$ cat config.mk
export PLATFORM = sky130hd
export DESIGN_NAME = exp_bit_streamer
export DESIGN_NICKNAME = d
export VERILOG_FILES = /design/src/rtl/exp_bit_streamer.sv
export SDC_FILE = /design/constraint.sdc
export NUM_CORES = 2
export LEC_CHECK = 0
export CAP_MARGIN = 25
export CORE_MARGIN = 4
export CORE_UTILIZATION = 53
export CTS_CLUSTER_DIAMETER = 30
export DETAILED_ROUTE_END_ITERATION = 8
export HOLD_SLACK_MARGIN = 0.15
export PLACE_DENSITY_LB_ADDON = 0.3
export SETUP_SLACK_MARGIN = 0.15
export SKIP_CTS_REPAIR_TIMING = 1
export SYNTH_ARGS = -nofsm -noshare
export SYNTH_HDL_FRONTEND = slang
export SYNTH_SLANG_ARGS = --single-unit
$ cat constraint.sdc
create_clock -name clk_in -period 4 [get_ports clk_in]
set_input_delay 0.6 -clock clk_in [delete_from_list [all_inputs] [get_ports clk_in]]
set_output_delay 0.6 -clock clk_in [all_outputs]
set_load 0.01 [all_outputs]
$ cat src/rtl/exp_bit_streamer.sv
// Ping-pong exponent buffer: loads REGISTER_SIZE-bit blocks into one bank while
// the other bank is served to the accumulator one bit per consume pulse, LSB first.
module exp_bit_streamer #(
    parameter int unsigned REGISTER_SIZE = 32,
    parameter int unsigned BITS_IN_EXP   = 2048
) (
    input  logic                     clk_in,
    input  logic                     rst_in,
    input  logic                     valid_in,
    input  logic [REGISTER_SIZE-1:0] block_in,
    output logic                     ready_out,
    output logic                     n_bit_out,
    output logic                     n_bit_valid_out,
    input  logic                     consumed_in,
    output logic                     last_bit_out,
    output logic                     done_out
);

    localparam int unsigned WORDS  = BITS_IN_EXP / REGISTER_SIZE;
    localparam int unsigned WORD_W = (WORDS > 1) ? $clog2(WORDS) : 1;
    localparam int unsigned BIT_W  = (REGISTER_SIZE > 1) ? $clog2(REGISTER_SIZE) : 1;
    localparam logic [WORD_W-1:0] LAST_WORD = WORD_W'(WORDS - 1);
    localparam logic [BIT_W-1:0]  LAST_BIT  = BIT_W'(REGISTER_SIZE - 1);

    logic [REGISTER_SIZE-1:0] mem_q [2][WORDS];

    logic [1:0]        full_q,    full_d;
    logic              wr_bank_q, wr_bank_d;
    logic [WORD_W-1:0] wr_word_q, wr_word_d;
    logic              rd_bank_q, rd_bank_d;
    logic [WORD_W-1:0] rd_word_q, rd_word_d;
    logic [BIT_W-1:0]  rd_bit_q,  rd_bit_d;
    logic              done_q,    done_d;

    logic                     wr_acc_c;
    logic                     wr_fill_c;
    logic                     rd_acc_c;
    logic                     rd_last_c;
    logic                     rd_release_c;
    logic                     rd_valid_c;
    logic [REGISTER_SIZE-1:0] rd_data_c;

    assign rd_valid_c   = full_q[rd_bank_q];
    assign rd_last_c    = (rd_word_q == LAST_WORD) && (rd_bit_q == LAST_BIT);
    assign wr_acc_c     = valid_in && !full_q[wr_bank_q];
    assign wr_fill_c    = wr_acc_c && (wr_word_q == LAST_WORD);
    assign rd_acc_c     = consumed_in && rd_valid_c;
    assign rd_release_c = rd_acc_c && rd_last_c;
    assign rd_data_c    = mem_q[rd_bank_q][rd_word_q];

    assign ready_out       = !full_q[wr_bank_q];
    assign n_bit_valid_out = rd_valid_c;
    assign n_bit_out       = rd_valid_c && rd_data_c[rd_bit_q];
    assign last_bit_out    = rd_valid_c && rd_last_c;
    assign done_out        = done_q;

    // Next-state for both pointers; a release is applied before a fill so a set would win.
    always_comb begin
        full_d    = full_q;
        wr_bank_d = wr_bank_q;
        wr_word_d = wr_word_q;
        rd_bank_d = rd_bank_q;
        rd_word_d = rd_word_q;
        rd_bit_d  = rd_bit_q;
        done_d    = 1'b0;

        if (rd_acc_c) begin
            if (rd_bit_q == LAST_BIT) begin
                rd_bit_d = '0;
                if (rd_last_c) begin
                    rd_word_d         = '0;
                    full_d[rd_bank_q] = 1'b0;
                    rd_bank_d         = ~rd_bank_q;
                    done_d            = 1'b1;
                end else begin
                    rd_word_d = rd_word_q + WORD_W'(1);
                end
            end else begin
                rd_bit_d = rd_bit_q + BIT_W'(1);
            end
        end

        if (wr_acc_c) begin
            if (wr_fill_c) begin
                wr_word_d         = '0;
                full_d[wr_bank_q] = 1'b1;
                wr_bank_d         = ~wr_bank_q;
            end else begin
                wr_word_d = wr_word_q + WORD_W'(1);
            end
        end
    end

    always_ff @(posedge clk_in or posedge rst_in) begin
        if (rst_in) begin
            full_q    <= '0;
            wr_bank_q <= 1'b0;
            wr_word_q <= '0;
            rd_bank_q <= 1'b0;
            rd_word_q <= '0;
            rd_bit_q  <= '0;
            done_q    <= 1'b0;
        end else begin
            full_q    <= full_d;
            wr_bank_q <= wr_bank_d;
            wr_word_q <= wr_word_d;
            rd_bank_q <= rd_bank_d;
            rd_word_q <= rd_word_d;
            rd_bit_q  <= rd_bit_d;
            done_q    <= done_d;
        end
    end

    // Bank storage has no reset; contents are only observed while the bank is full.
    always_ff @(posedge clk_in) begin
        if (wr_acc_c) begin
            mem_q[wr_bank_q][wr_word_q] <= block_in;
        end
    end

    a_no_fill_release_collision : assert property (
        @(posedge clk_in) disable iff (rst_in)
        !(wr_fill_c && rd_release_c && (wr_bank_q == rd_bank_q))
    );

endmodule
Word-level counts from Yosys, hierarchy flattened:

Memory sizes are Yosys's and may differ from the RTL's.
Index checks and enable logic that the tools add are counted.

* muxes and demuxes: 28
* add/subtract/negate cells: 3
* equality and inequality tests: 3
* reduce and logical (&&, ||, !) cells: 13
* magnitude comparators: 8
* bitwise gates (word level): 7

Operators with widths (count)
* 2048-bit two-way mux: 1
* 32-bit binary-select mux with 6-bit select: 1
* 32-bit demux with 6-bit select: 1
* 32-bit two-way mux: 3
* 7-bit >= comparator, second input constant: 2
* 6-bit inverter with 7-bit output: 2
* 6-bit by 1-bit adder with 6-bit output, second input constant: 2
* 6-bit == test, second input constant: 2
* 6-bit two-way mux: 2
* 1-bit two-way mux: 11
* 2-bit two-way mux: 5
* 1-bit logical AND: 9
* 7-bit by 1-bit less-than comparator with 1-bit output, second input constant: 1
* 5-bit by 6-bit less-than comparator with 1-bit output, second input constant: 1
* 5-bit by 1-bit adder with 5-bit output, second input constant: 1
* 1-bit binary-select mux with 5-bit select: 1
* 5-bit == test, second input constant: 1
* 5-bit two-way mux: 1
* 1-bit by 2-bit less-than comparator with 1-bit output, second input constant: 2
* 2-bit AND reduction: 2
* 3-bit AND reduction: 1
* 2-bit bitwise AND: 1
* 1-bit demux with 1-bit select: 2
* 1-bit >= comparator, second input constant: 2
* other kinds (4): 5

* memories: 1
* output and inout bits: 5
* logic and storage cells: 70
* bits in writable memories: 4096
* bits in registers: 22

Memory list
* mem_q: words 2, bits a word 2048, rd ports 1, clocked after Yosys merged registers in 0, wr ports 1, RTL line 25 `logic [REGISTER_SIZE-1:0] mem_q [2][WORDS];`

Logic depth before layout (Yosys ltp):

* word-level depth: 12
* gate-level depth with buffers: 16
* gate-level depth less buffers: 9

Worst setup path before layout:

Ideal clock, no wire load.

* path kind: flip-flop to output port
* start point: reg rd_bank_q
* end point: out n_bit_out
* stages on the path, launching flop included: 15
* path buffers: 5
* arrival time: 2913 ps
* setup slack: 487 ps
* data required time: 3400 ps
* path through: dfrtp_1 buf_6 buf_6 buf_6 buf_4 buf_2 mux4_2 mux2i_1 o22ai_1 o41ai_1 a32oi_1 a31oi_1 o211ai_1 o2111ai_1 o41ai_1

* longest elaborated chain between the ends: 7
* elaborated cells between the ends (all ways): 9

RTL lines
* start: declaration: RTL line 30 `logic rd_bank_q, rd_bank_d;`
* start signal: assignment: RTL line 107 `rd_bank_q <= rd_bank_d;`
* memory 2 x 2048 bit
* 32-bit binary-select mux with 6-bit select: RTL line 49 `assign rd_data_c = mem_q[rd_bank_q][rd_word_q];`
* 32-bit two-way mux (implied by the code) (2 in series): RTL line 49
* 1-bit binary-select mux with 5-bit select: RTL line 53 `assign n_bit_out = rd_valid_c && rd_data_c[rd_bit_q];`
* 1-bit two-way mux (implied by the code): RTL line 53
* 1-bit logical AND *: RTL line 53
* end: declaration: RTL line 12 `output logic n_bit_out,`

Mark *: on every way between the ends. The rest lies on a longest branch, timed or not. The select of a mux whose other input is x is not followed.

Worst setup path in the final report:

* start point: reg rd_word_q[1]
* end point: out n_bit_out

* longest elaborated chain between the ends: 7

RTL lines
* start: declaration: RTL line 31 `logic [WORD_W-1:0] rd_word_q, rd_word_d;`
* start signal: assignment: RTL line 108 `rd_word_q <= rd_word_d;`
* 6-bit inverter with 7-bit output (implied by the code): RTL line 49
* 32-bit binary-select mux with 6-bit select: RTL line 49
* 32-bit two-way mux (implied by the code) (2 in series): RTL line 49
* 1-bit binary-select mux with 5-bit select: RTL line 53
* 1-bit two-way mux (implied by the code): RTL line 53
* 1-bit logical AND: RTL line 53

Every way passes these cells. The select of a mux whose other input is x is not followed.

==> qor.csv <==
metric,value,unit
areaGrowthSynthToFinish,25.94,%
die_h,554.8,µm
wl_per_cell,38.43,µm
h-tree-depth,6,
crit_chain,buf_4 -> buf_4 -> nand2_1 -> nor2_1 -> buf_4 -> a21oi_1 -> nor2_1 -> a2111oi_1 -> buf_4 -> nand3_1 -> buf_4 -> a32oi_1 -> o2111a_1 -> o41ai_4 -> buf_4 -> buf_6,
drtAntennaViolNets,0,
viasPerCell,6.724,
cap_violations,0,
place_hpwl,295.0,mm
nets,8680,
hold_class,in2reg,
synth_edf_count,4096,
clock_sinks,4118,
synth_top_family_by_area,multiplexers,
drtIter0Drc,16000,
period_share,142.5,%
regArea,123600,µm²
syn_nets,7214,
min_from,block_in[24],
place.gp.congestion,0.9679,
dieArea,307800,µm²
max_stage_delay,0.67,ns
critPathSlowestCell,nor2_1,
timing_hold_violations_final,0,
fin_crit,5.701,ns
syn_inst,7174,
setup.worst_path.end_class,primary output,
cts-buffers-inserted,679,
synthAdderAreaFrac,0.03158,%
fin_area,199600,µm²
core-area,297300,µm²
grt.overflow.total,0,
max_slew_margin,23.61,%
whs_endpoint,mem_q[0][472],
grt_pass1_vias,88710,
clkLatencyLatePin,1.06,ns
synthFlopType,edfxtp_1,
synth_seq_area_share,77.97,%
critPathKind,reg2out,
final_max_slew_viol_count,0,
synthMuxAreaShare,15.36,%
fmax,0.1754,GHz
leakagePower,63.74,nW
setup_ws,-1.701,ns
worst-slew-pin-transition,1.146,ns
start_kind,flop,
cts_tree,yes,
holdWs,0.1337,ns
synth-warning-count,0,
synth-compound-area-share,3.241,%
reg2reg_to,mem_q[0][850],
place_area,173900,µm²
synth_area,158500,µm²
crit_family,buffers and inverters,
grt_use_total,32.54,%
drcViolationCount,0,
final_cell_mix,"edfxtp_1 (4096), mux4_2 (893), buf_4 (840), clkbuf_16 (691), mux2i_1 (352)",
final_util,67.13,%
reg2reg_depth,7,
crit_required,3.40,ns
grt_first_pass_wirelength,698.4,mm
crit_arrival,5.10,ns
ios,41,
hold_depth,1,
violations,setup timing,
power-per-cell-area,557.0,nW/µm²
cp_num_buf_inv,7,
ys_ff_latch,4118,
place_ws,-1.911,ns
synth-simple-area-share,1.694,%
drive_gt1_share,37.22,%
antenna_found_initial,43,
finalWirelength,506.5,mm
synth_xor_area_share,0.03869,%
final_common_cell,edfxtp_1,
async_reset_ff_share,0.5342,%
rsz0062_at_grt,yes,
multi_input_area,33790,µm²
avgSynthCellArea,22.09,µm²
portBuffers,40,
root_buffer,clkbuf_16,
yosysUniqueCellTypes,78,
crit_path_frequent_cell,buf_4,
ir_drop,548.1,µV
r2r-start,wr_bank_q,
total_power,111.2,mW
num_vias,88640,
die_x,554.8,µm
crit_path_max_fanout,10,
finalSetupViolCount,1,
cts.clk_slew.worst_paths,0.05,ns
num-fill-cells,17860,
cts.path.max_buffers,4,
rows,200,
firstDrtPassIters,6,
start_util,53.30,%
fin_skew,0.08949,ns
status,"complete, but fails checks",
grt_max_degree,129,
r2r_slack,0.89,ns
==> where the power goes <==
part | total (mW) | internal [mW] | leakage [nW] | switching, mW
clock network | 59.7 | 37.6 | 11.3 | 22.1
logic | 3.10 | 0.765 | 15.3 | 2.33
registers | 48.3 | 48.2 | 37.1 | 0.194
==> layer usage <==
metal / up-vias / global-route usage (%) / routed length (µm)
met5: - / 0 / 73
met4: 12 / 16.52 / 29560
met3: 1268 / 8.805 / 67600
met2: 7333 / 49.23 / 235300
met1: 46270 / 44.06 / 174000
li1: 33750 / - / -
==> synthesized netlist by cell type (8+ instances only) <==
| cell type | instances | area (µm²) |
|---|---|---|
| a2111oi_0 | 13 | 113.9 |
| a211oi_1 | 32 | 240.2 |
| a21oi_1 | 146 | 730.7 |
| a221oi_1 | 60 | 525.5 |
| a22o_1 | 17 | 148.9 |
| a22oi_1 | 157 | 1179 |
| a311oi_1 | 11 | 96.34 |
| a31oi_1 | 25 | 156.4 |
| and2_1 | 13 | 81.33 |
| buf_1 | 30 | 112.6 |
| buf_2 | 84 | 420.4 |
| buf_4 | 53 | 397.9 |
| buf_6 | 73 | 822.0 |
| buf_8 | 10 | 150.1 |
| clkbuf_1 | 157 | 589.3 |
| dfrtp_1 | 22 | 550.5 |
| edfxtp_1 | 4096 | 123000 |
| inv_1 | 8 | 30.03 |
| mux2_2 | 14 | 157.7 |
| mux2i_1 | 356 | 3563 |
| mux4_1 | 19 | 499.2 |
| mux4_2 | 893 | 20110 |
| nand2_1 | 190 | 713.2 |
| nand2b_1 | 12 | 75.07 |
| nand3_1 | 62 | 310.3 |
| nand4_1 | 11 | 68.82 |
| nor2_1 | 219 | 822.0 |
| nor2b_1 | 25 | 156.4 |
| nor3_1 | 27 | 135.1 |
| nor4_1 | 13 | 81.33 |
| o2111ai_1 | 10 | 87.58 |
| o211ai_1 | 22 | 165.2 |
| o21ai_0 | 77 | 385.4 |
| o221ai_1 | 27 | 236.5 |
| o22ai_1 | 63 | 394.1 |
| o31ai_1 | 12 | 90.09 |
==> registers in the layout (all words and copies together) (netlist names) <==
register,flops
done_out,1
full_q,2
mem_q,4096
rd_bank_q,1
rd_bit_q,5
rd_word_q,6
wr_bank_q,1
wr_word_q,6
==> cell type report <==
| type | count | share of cell area [%] |
|---|---|---|
| diodes | 21 | 0.02633 |
| clock buffers | 754 | 8.666 |
| clock inverters | 509 | 3.305 |
| inverters | 10 | 0.02382 |
| multi-input cells | 2633 | 16.93 |
| flip-flops and latches | 4118 | 61.92 |
| well taps | 3939 | 2.470 |
| repair buffers | 1198 | 6.659 |
==> through the flow <==
| stage | instances | TNS, ns |
|---|---|---|
| CTS | 13080 | -3.589 |
| global placement | 11810 | -2.500 |
| floorplan | 7174 | 0 |
| detailed placement | 11820 | -1.911 |
| finish | 13180 | -1.701 |
| global route | 13170 | -1.693 |
==> kinds of logic after synthesis <==
group | count (synthesis)
AOI/OAI and AO/OA | 734
xor gates and xnor gates | 7
adders and majority gates | 4
buffers and inverters | 423
DFF | 4118
muxes | 1282
and+or+nand+nor | 606
==> how the worst max path moves through the flow <==
stage           endpoint  slack, ns         start  cells past startpoint
6_report       n_bit_out      -1.70  rd_word_q[1]                     16
5_1_grt        n_bit_out      -1.69     rd_bank_q                     16
4_1_cts        n_bit_out      -3.04     rd_bank_q                     14
3_3_place_gp   n_bit_out      -2.50     rd_bank_q                     14
2_1_floorplan  n_bit_out       0.49     rd_bank_q                     14
3_5_place_dp   n_bit_out      -1.91     rd_bank_q                     14
Power figures use the tool's default switching activity.
